===== config.mk =====
export PLATFORM = sky130hd
export DESIGN_NAME = vram_scanout_reader
export DESIGN_NICKNAME = d
export VERILOG_FILES = /design/src/rtl/vram_scanout_reader.sv
export SDC_FILE = /design/constraint.sdc
export NUM_CORES = 1
export LEC_CHECK = 0
export BUFFER_PORTS_ARGS = -buffer_cell sky130_fd_sc_hd__buf_2
export CAP_MARGIN = 10
export CORE_AREA = 2 2 118 63
export DETAILED_ROUTE_END_ITERATION = 12
export DIE_AREA = 0 0 120 65
export PLACE_DENSITY = 0.88
export SLEW_MARGIN = 10
export SYNTH_ARGS = -nofsm -noshare
export SYNTH_HDL_FRONTEND = slang
export SYNTH_SLANG_ARGS = --single-unit

===== constraint.sdc =====
create_clock -name CLK -period 2.9 [get_ports CLK]
set_input_delay 0.58 -clock CLK [delete_from_list [all_inputs] [get_ports CLK]]
set_output_delay 0.58 -clock CLK [all_outputs]
set_load 0.02 [all_outputs]

===== src/rtl/vram_scanout_reader.sv =====
// vram_scanout_reader: scans one RGB888 frame out of VRAM port B and streams packed pixels with SOF/EOL/EOF markers.
module vram_scanout_reader #(
  parameter int H_RES     = 320,
  parameter int V_RES     = 240,
  parameter int BASE_ADDR = 0,
  parameter int ADDR_W    = 18
) (
  input  logic              CLK,
  input  logic              RST_N,
  input  logic              FRAME_START,
  output logic [ADDR_W-1:0] ADDR_B,
  output logic              WE_B,
  output logic [7:0]        DATA_B,
  input  logic [7:0]        Q_B,
  output logic [23:0]       PIX_DATA,
  output logic              PIX_VALID,
  input  logic              PIX_READY,
  output logic              PIX_SOF,
  output logic              PIX_EOL,
  output logic              PIX_EOF,
  output logic              BUSY
);
  localparam int XW = H_RES > 1 ? $clog2(H_RES) : 1;
  localparam int YW = V_RES > 1 ? $clog2(V_RES) : 1;
  localparam logic [ADDR_W-1:0] BASE = ADDR_W'(BASE_ADDR);
  localparam logic [XW-1:0] X_LAST = XW'(H_RES - 1);
  localparam logic [YW-1:0] Y_LAST = YW'(V_RES - 1);
  typedef enum logic [2:0] {IDLE, F0, F1, F2, F3, OUT} state_t;
  state_t state_q, state_d;
  logic [ADDR_W-1:0] addr_q, addr_d;
  logic [XW-1:0] x_q, x_d;
  logic [YW-1:0] y_q, y_d;
  logic [7:0] r_q, r_d, g_q, g_d;
  logic [23:0] pix_q, pix_d;
  logic valid_q, valid_d, sof_q, sof_d, eol_q, eol_d, eof_q, eof_d, busy_q, busy_d;
  logic x_last, y_last;
  assign x_last = x_q == X_LAST;
  assign y_last = y_q == Y_LAST;
  always_comb begin
    state_d = state_q;
    addr_d  = addr_q;
    x_d     = x_q;
    y_d     = y_q;
    r_d     = r_q;
    g_d     = g_q;
    pix_d   = pix_q;
    valid_d = valid_q;
    sof_d   = sof_q;
    eol_d   = eol_q;
    eof_d   = eof_q;
    busy_d  = busy_q;
    case (state_q)
      IDLE: if (FRAME_START) begin
        addr_d  = BASE;
        x_d     = '0;
        y_d     = '0;
        busy_d  = 1'b1;
        state_d = F0;
      end
      F0: begin
        addr_d  = addr_q + 1'b1;
        state_d = F1;
      end
      F1: begin
        r_d     = Q_B;
        addr_d  = addr_q + 1'b1;
        state_d = F2;
      end
      F2: begin
        g_d     = Q_B;
        state_d = F3;
      end
      F3: begin
        pix_d   = {r_q, g_q, Q_B};
        valid_d = 1'b1;
        sof_d   = x_q == '0 && y_q == '0;
        eol_d   = x_last;
        eof_d   = x_last && y_last;
        state_d = OUT;
      end
      OUT: if (PIX_READY) begin
        valid_d = 1'b0;
        if (eof_q) begin
          busy_d  = 1'b0;
          state_d = IDLE;
        end else begin
          // ADDR_B still points at the B byte, so +1 is the next pixel's R byte
          addr_d  = addr_q + 1'b1;
          x_d     = x_last ? '0 : x_q + 1'b1;
          y_d     = x_last ? y_q + 1'b1 : y_q;
          state_d = F0;
        end
      end
      default: state_d = IDLE;
    endcase
  end
  always_ff @(posedge CLK or negedge RST_N) begin
    if (!RST_N) begin
      state_q <= IDLE;
      addr_q  <= '0;
      x_q     <= '0;
      y_q     <= '0;
      r_q     <= '0;
      g_q     <= '0;
      pix_q   <= '0;
      valid_q <= 1'b0;
      sof_q   <= 1'b0;
      eol_q   <= 1'b0;
      eof_q   <= 1'b0;
      busy_q  <= 1'b0;
    end else begin
      state_q <= state_d;
      addr_q  <= addr_d;
      x_q     <= x_d;
      y_q     <= y_d;
      r_q     <= r_d;
      g_q     <= g_d;
      pix_q   <= pix_d;
      valid_q <= valid_d;
      sof_q   <= sof_d;
      eol_q   <= eol_d;
      eof_q   <= eof_d;
      busy_q  <= busy_d;
    end
  end
  assign ADDR_B    = addr_q;
  assign WE_B      = 1'b0;
  assign DATA_B    = 8'h00;
  assign PIX_DATA  = pix_q;
  assign PIX_VALID = valid_q;
  assign PIX_SOF   = sof_q;
  assign PIX_EOL   = eol_q;
  assign PIX_EOF   = eof_q;
  assign BUSY      = busy_q;
endmodule


### After elaboration in Yosys (flattened, before gate mapping)

Index checks and enable logic that the tools add are counted.

* input port bits: 12
* word-level logic and storage cells: 66
* register bits: 83
* output and inout bits: 56

* add/subtract/negate cells: 3
* equality and inequality tests: 12
* reductions and logical operators: 15
* multiplexer cells: 24

Operator list (number)
* two-way mux 18 bit: 3
* one-hot mux 18 bit (3 select lines): 1
* two-way mux 9 bit: 4
* two-way mux 8 bit: 4
* adder 18 x 1 -> 18 bit (second input constant): 1
* one-hot mux 3 bit (6 select lines): 1
* one-hot mux 9 bit (2 select lines): 1
* one-hot mux 8 bit (2 select lines): 1
* AND reduction 4 bit: 3
* inequality test 2 bit (second input constant): 5
* adder 9 x 1 -> 9 bit (second input constant): 1
* == test 9 bit (second input constant): 1
* logical NOT 9 bit: 1
* adder 8 x 1 -> 8 bit (second input constant): 1
* == test 8 bit (second input constant): 1
* logical NOT 8 bit: 1
* == test 3 x 2 -> 1 bit (second input constant): 2
* == test 3 bit (second input constant): 2
* two-way mux 3 bit: 2
* two-way mux 1 bit: 5
* AND reduction 5 bit: 1
* one-hot mux 1 bit (2 select lines): 2
* AND reduction 2 bit: 2
* nonzero test 2 bit: 2
* other kinds (5): 6

### Longest topological paths before layout

Gate-level depths: netlist of run 1.

* depth in word-level cells: 5
* depth in mapped cells: 7
* gate-level depth less buffers: 5

### Worst setup path after synthesis of run 1

No wires, ideal clock.

* kind: input port to flip-flop
* from: input FRAME_START
* to: register y_q[2]
* slack: 0.853 ns
* arrival time: 1.969 ns
* stages: 6
* setup time: 0.078 ns
* path through: or3b_1 -> buf_2 -> a21o_1 -> buf_6 -> or4_1 -> a21oi_1

* cells in the longest elaborated chain, start to end: 2

RTL lines
* start: declaration: RTL line 10 `input logic FRAME_START,`
* inequality test 2 bit (no line)
* AND reduction 5 bit (no line)
* end signal: assignment: RTL line 115 `y_q <= y_d;`
* end: declaration: RTL line 32 `logic [YW-1:0] y_q, y_d;`

No other way between the ends.
A chain may end at the register's enable or synchronous reset.

### Worst setup path in the final report of run 1

* from: register state_q[2]
* to: register y_q[3]

* cells in the longest elaborated chain, start to end: 3
* elaborated cells on any way between the ends: 9
* classes of those cells: eq/ne: 5; mux: 1; reduce/logical: 3

RTL lines
* start: declaration: RTL line 29 `state_t state_q, state_d;`
* start signal: assignment: RTL line 112 `state_q <= state_d;`
* == test 3 bit / logical NOT 3 bit (equally long branches): RTL line 52 `case (state_q)`
* inequality test 2 bit (no line) / nonzero test 2 bit (equally long branches)
* AND reduction 5 bit (no line)

Several ways; a longest one is shown, not always the timed one.

==> impl_metrics.toml, run 1 <==
[run_status]
outcome = "finished, final reports clean"

[yosys]
synth_cell_types = 47
synth_seq_area_share = 0.524
synth-seq-cells = 83
synthArstFlopShare = 1.00
netlist_area_um2 = 3970
synthFlopType = "dfrtp_1"
ys_warn_count = 0
syn_inst = 405
syn_area_per_cell_um2 = 9.79
synth-edff-count = 0

[setup_path]
cp-end-kind = "flip-flop"
critPathArrivalTime_ns = 2.64
path_class = "reg -> reg"
reg2reg_slack_ns = 0.51
cp_slowest_stage_delay_ns = 0.60
critPathMaxFanout = 24
worstPathRequired_ns = 3.15
critPathSlowestCell = "or4_1"
start_kind = "flip-flop"
crit_chain = "or3b_1 > a21o_1 > or4_1 > a21oi_1"

[route]
met3_length_um = 739
via_per_inst = 5.87
dr_wl_met2_um = 3920
vias = 3232
routed_wl_um = 8680
ant_nets = 0
drt_iter0_drc = 341
wl_per_cell_um = 15.8
drtPass1Iterations = 5
wl_met1_um = 3930
routed.top_layer = "met4"
drc_errors = 0

[cells_and_area]
final_nets = 470
areaGrowthSynthToFinish_pct = 14.2
antenna_cells = 0
drive_above_1_share = 0.207

[min_path]
min_path_type = "in -> async"

[floorplan]
die_w_um = 120
die_h_um = 65
core_area_um2 = 6910
die-area_um2 = 7800
start_util = 0.574
placementRows = 22
pin_count = 68

[placement]
finalWeightedCongestion = 0.927
hpwl_um = 5970
io_buffer_count = 58
pre_cts_slack_ns = 0.482

[flow_run]
cap_violations = 0

[power_and_ir_drop]
p_int_mw = 2.67
p_total_mw = 4.22
p_clk_frac = 0.255
ir_worst_vdd_uv = 448
power_density_nw_per_um2 = 931
switching_share = 0.367
p_comb_frac = 0.326
p_leak_nw = 2.12
p_switching_mw = 1.55
seqPwrFrac = 0.419

[sta]
worst_slew_pin_slew_ns = 1.01
post-route-period-util = 0.823
slew_headroom = 0.324
fin_crit_ns = 2.39
setup_violations = 0
max_freq_mhz = 419
grt_setup_unrepaired = "no"
skew_ns = 0.00592
setup_slack_ns = 0.514
hold_violations = 0
whs_ns = 0.407
totalNegativeSetupSlack_ns = 0
report.final.slew_viol_count = 0

[clock_network]
cts_root_buffer = "clkbuf_16"
cts_max_path_buffers = 2
hold_buffers = 0
cts_setup_buffers = 0
ctsHtreeMaxLevel = 3
ctsResizeCount = 0
clock_latency_ns = 0.33
cts_sinks = 83
clkSlewWorstSetupHoldPaths_ns = 0.06
cts_tree = "done"
cts_buffers = 9

[global_route]
grtUsageTotal = 0.242
grt_pass1_wl_um = 14700
antenna_found_initial = 0
grt-ovfl-total = 0
grt_pass1_vias = 3037
grt_max_degree = 84
## synthesized netlist by cell type, types with 9 or more instances
master	number	area (µm²)
buf_4	10	75.1
mux2_2	16	180
nand3_1	13	65.1
clkbuf_1	15	56.3
dfrtp_1	83	2080
or4_1	12	90.1
a21oi_1	21	105
nand2_1	94	353
inv_1	11	41.3
o31ai_1	13	97.6
nor2_1	9	33.8
o21ai_0	16	80.1
## critical path, delay by kind of cell, from the launching register on
family | cells | cell delay, ns
compound gates | 2 | 0.62
flops | 1 | 0.52
simple gates | 2 | 1.16
## routing by layer
layer / vias up / global-route usage
li1: 1509 / -
met4: 0 / 0.0647
met2: 149 / 0.378
met3: 16 / 0.0766
met5: - / 0
met1: 1558 / 0.330
## through the flow
step | std cells | utilization | cell area, µm²
after floorplan | 413 | - | 4000
after global placement | 538 | 0.616 | 4260
after detailed placement | 538 | 0.616 | 4260
after CTS | 551 | 0.656 | 4530
after global routing | 551 | 0.656 | 4530
final | 551 | 0.656 | 4530
## path summary, 6_finish.rpt
kind,startpoint,to,depth (start not counted)
min,RST_N,ADDR_B[15],1
max reg2reg,state_q[2],y_q[3],4
max in group asynchronous,RST_N,PIX_DATA[15],1
max,state_q[2],y_q[3],4
min in group CLK,g_q[0],PIX_DATA[8],2
min reg2reg,g_q[0],PIX_DATA[8],2
## power by group through the flow
stage,logic (mW),clock network [mW],registers [mW]
after global routing,1.52,1.14,1.82
final,1.37,1.07,1.77
after global placement,1.31,0,1.75
after detailed placement,1.37,0,1.78
after floorplan,0.798,0,1.94
after CTS,1.38,1.08,1.77
## logic make-up after synthesis
kind of cell / Yosys count / synth area share
AOI/OAI and AO/OA: 70 / 0.114
xor gates and xnor gates: 5 / 0.0110
adders and majority gates: 5 / 0.0158
buffers and inverters: 42 / 0.0521
DFF: 83 / 0.524
muxes: 19 / 0.0530
other: 1 / 0.000946
and+or+nand+nor: 180 / 0.229
## flip-flops by register name, summed over array words and instances (netlist names), 3 cells and up
name	count
ADDR_B	18
PIX_DATA	24
g_q	8
r_q	8
state_q	3
x_q	9
y_q	8
## layout by cell type (no fill, tap or decap), types with 3 or more instances in the layout
| cell type | instances |
|---|---|
| nand2_1 | 94 |
| or2_2 | 4 |
| a21oi_1 | 21 |
| buf_4 | 3 |
| or4_1 | 12 |
| dfrtp_1 | 83 |
| buf_2 | 57 |
| o31ai_1 | 13 |
| ha_1 | 5 |
| nor4b_1 | 3 |
| inv_1 | 11 |
| conb_1 | 9 |
| or3_1 | 7 |
| mux2_2 | 16 |
| a21o_1 | 3 |
| nor2_1 | 9 |
| nand3_1 | 13 |
| clkbuf_16 | 9 |
| nand4_1 | 7 |
| mux2i_1 | 3 |
| and4_1 | 5 |
| nor4_1 | 5 |
| nand2b_1 | 7 |
| xnor2_1 | 5 |
| o21ai_0 | 16 |
| o21a_1 | 4 |
## area by class of cell
class                           instances  area (µm²)
Tap cell                               96         120
Fill cell                             548        2380
Multi-Input combinational cell        288        1710
Timing Repair Buffer                   60         308
Clock inverter                          3        42.5
Clock buffer                           10         229
Inverter                               11        41.3
Sequential cell                        83        2080
(Power assumes the default switching activity.)
==> run 2, diff against run 1 <==
--- a/config.mk
+++ b/config.mk
@@ -7,10 +7,10 @@
 export LEC_CHECK = 0
 export BUFFER_PORTS_ARGS = -buffer_cell sky130_fd_sc_hd__buf_2
 export CAP_MARGIN = 10
-export CORE_AREA = 2 2 118 63
+export CORE_AREA = 2 2 122 65
 export DETAILED_ROUTE_END_ITERATION = 12
-export DIE_AREA = 0 0 120 65
-export PLACE_DENSITY = 0.88
+export DIE_AREA = 0 0 124 67
+export PLACE_DENSITY = 0.84
 export SLEW_MARGIN = 10
 export SYNTH_ARGS = -nofsm -noshare
 export SYNTH_HDL_FRONTEND = slang
==> constraint.sdc (replaced) <==
create_clock -name CLK -period 2.45 [get_ports CLK]
set_input_delay 0.49 -clock CLK [delete_from_list [all_inputs] [get_ports CLK]]
set_output_delay 0.49 -clock CLK [all_outputs]
set_load 0.02 [all_outputs]
==> impl_metrics.toml, run 2 (synthesis gave the netlist of run 1 again) <==
[sta]
fin_crit_ns = 2.20
worst_slew_pin_slew_ns = 0.701
post-route-period-util = 0.897
slew_headroom = 0.533
totalNegativeSetupSlack_ns = 0
hold_violations = 0
skew_ns = 0.00843
max_freq_mhz = 455
setup_violations = 0
report.final.slew_viol_count = 0
grt_setup_unrepaired = "no"

[cells_and_area]
drive_above_1_share = 0.226
largest_reg_flops = 24
antenna_cells = 0
final_cell_mix = "nand2_1, dfrtp_1, buf_2"
final_area_um2 = 4600
areaGrowthSynthToFinish_pct = 16.1
final_nets = 477
final_common_cell = "nand2_1"

[power_and_ir_drop]
p_clk_frac = 0.249
p_switching_mw = 1.89
ir_worst_vdd_uv = 535
seqPwrFrac = 0.409
switching_share = 0.375
p_comb_frac = 0.342
p_int_mw = 3.15
power_density_nw_per_um2 = 1090
p_leak_nw = 2.17

[min_path]
min_path_type = "in -> async"

[setup_path]
r2r-end = "y_q[7]"
critPathArrivalTime_ns = 2.45
crit_family = "simple AND/OR/NAND/NOR gates"
cp_slowest_stage_delay_ns = 0.60
reg2reg_depth = 4
reg2reg_slack_ns = 0.25
critPathMaxFanout = 24
path_class = "reg -> reg"
worstPathRequired_ns = 2.70
worstReg2RegStart = "state_q[0]"
critPathSlowestCell = "or4_1"
crit_chain = "or3b_1 > a21o_1 > or4_1 > a21oi_1"
crit_cells = 4
start_kind = "flip-flop"
startpoint = "state_q[0]"
setup.worst_path.end = "y_q[7]"
cp-end-kind = "flip-flop"
worst-path-buf-inv = 0

[clock_network]
ctsHtreeMaxLevel = 3
clock_latency_ns = 0.33
cts_buffers = 9
clkSlewWorstSetupHoldPaths_ns = 0.06
ctsResizeCount = 0
cts_tree = "done"
cts_sinks = 83
cts_root_buffer = "clkbuf_16"
cts_setup_buffers = 0
hold_buffers = 0
cts_max_path_buffers = 2

[floorplan]
core_area_um2 = 7160
start_util = 0.554
die_w_um = 124
die-area_um2 = 8310
pin_count = 68
die_h_um = 67
placementRows = 22

[placement]
io_buffer_count = 58
dpl_cell_area_um2 = 4320
hpwl_um = 6400
finalWeightedCongestion = 0.971

[global_route]
grt_pass1_wl_um = 14600
grtUsageTotal = 0.234
antenna_found_initial = 0
grt_pass1_vias = 2979
grt-ovfl-total = 0
grt_max_degree = 43

[route]
wl_per_cell_um = 16.2
ant_nets = 0
drtPass1Iterations = 5
routed_wl_um = 9070
drt_iter0_drc = 370
via_per_inst = 5.75
drc_errors = 0
vias = 3227

[flow_run]
cap_violations = 0

[run_status]
outcome = "finished, final reports clean"
[run 2: per-layer routing]
metal,GRT usage,vias up,wire (µm)
met4,0.0604,0,75
met2,0.345,123,4020
met1,0.337,1573,4300
li1,-,1524,-
met3,0.0685,7,675
met5,0,-,0
[run 2: stage by stage]
| step | util | hold slack [ns] | cells | worst slack, ns | power, mW |
|---|---|---|---|---|---|
| final | 0.643 | 0.142 | 561 | 0.253 | 5.03 |
| after CTS | 0.643 | 0.165 | 561 | 0.270 | 5.06 |
| after global routing | 0.643 | 0.173 | 561 | 0.0788 | 5.35 |
| after floorplan | - | 0.194 | 413 | 0.493 | 3.24 |
| after detailed placement | 0.604 | 0.451 | 545 | 0.237 | 3.80 |
| after global placement | 0.604 | 0.450 | 545 | 0.319 | 3.71 |
[run 2: area by class of cell]
type	instances	area, µm²
well taps	96	120
fillers	570	2550
inverters	11	41.3
flip-flops and latches	83	2080
clock buffers	10	239
multi-input cells	288	1710
clock inverters	6	41.3
repair buffers	67	373
[run 2: worst register-to-register path, cell delays in order, from the launching register on]
cell     delay (ns)
dfrtp_1        0.51
or3b_1         0.42
a21o_1         0.42
or4_1          0.61
a21oi_1        0.17
[run 2: how the worst min path moves through the flow]
stage / from / to / slack (ns) / cells past startpoint
final: RST_N / ADDR_B[14] / 0.14 / 1
after global routing: RST_N / ADDR_B[13] / 0.17 / 1
after CTS: RST_N / ADDR_B[13] / 0.17 / 1
after detailed placement: g_q[2] / PIX_DATA[10] / 0.45 / 2
after global placement: r_q[4] / PIX_DATA[20] / 0.45 / 2
after floorplan: RST_N / ADDR_B[0] / 0.19 / 0
[run 2: power by group through the flow]
| stage | sequential [mW] | clock (mW) | combinational, mW |
|---|---|---|---|
| after floorplan | 2.29 | 0 | 0.945 |
| after detailed placement | 2.07 | 0 | 1.72 |
| after global routing | 2.12 | 1.33 | 1.90 |
| after global placement | 2.05 | 0 | 1.66 |
| final | 2.06 | 1.25 | 1.72 |
| after CTS | 2.06 | 1.27 | 1.73 |
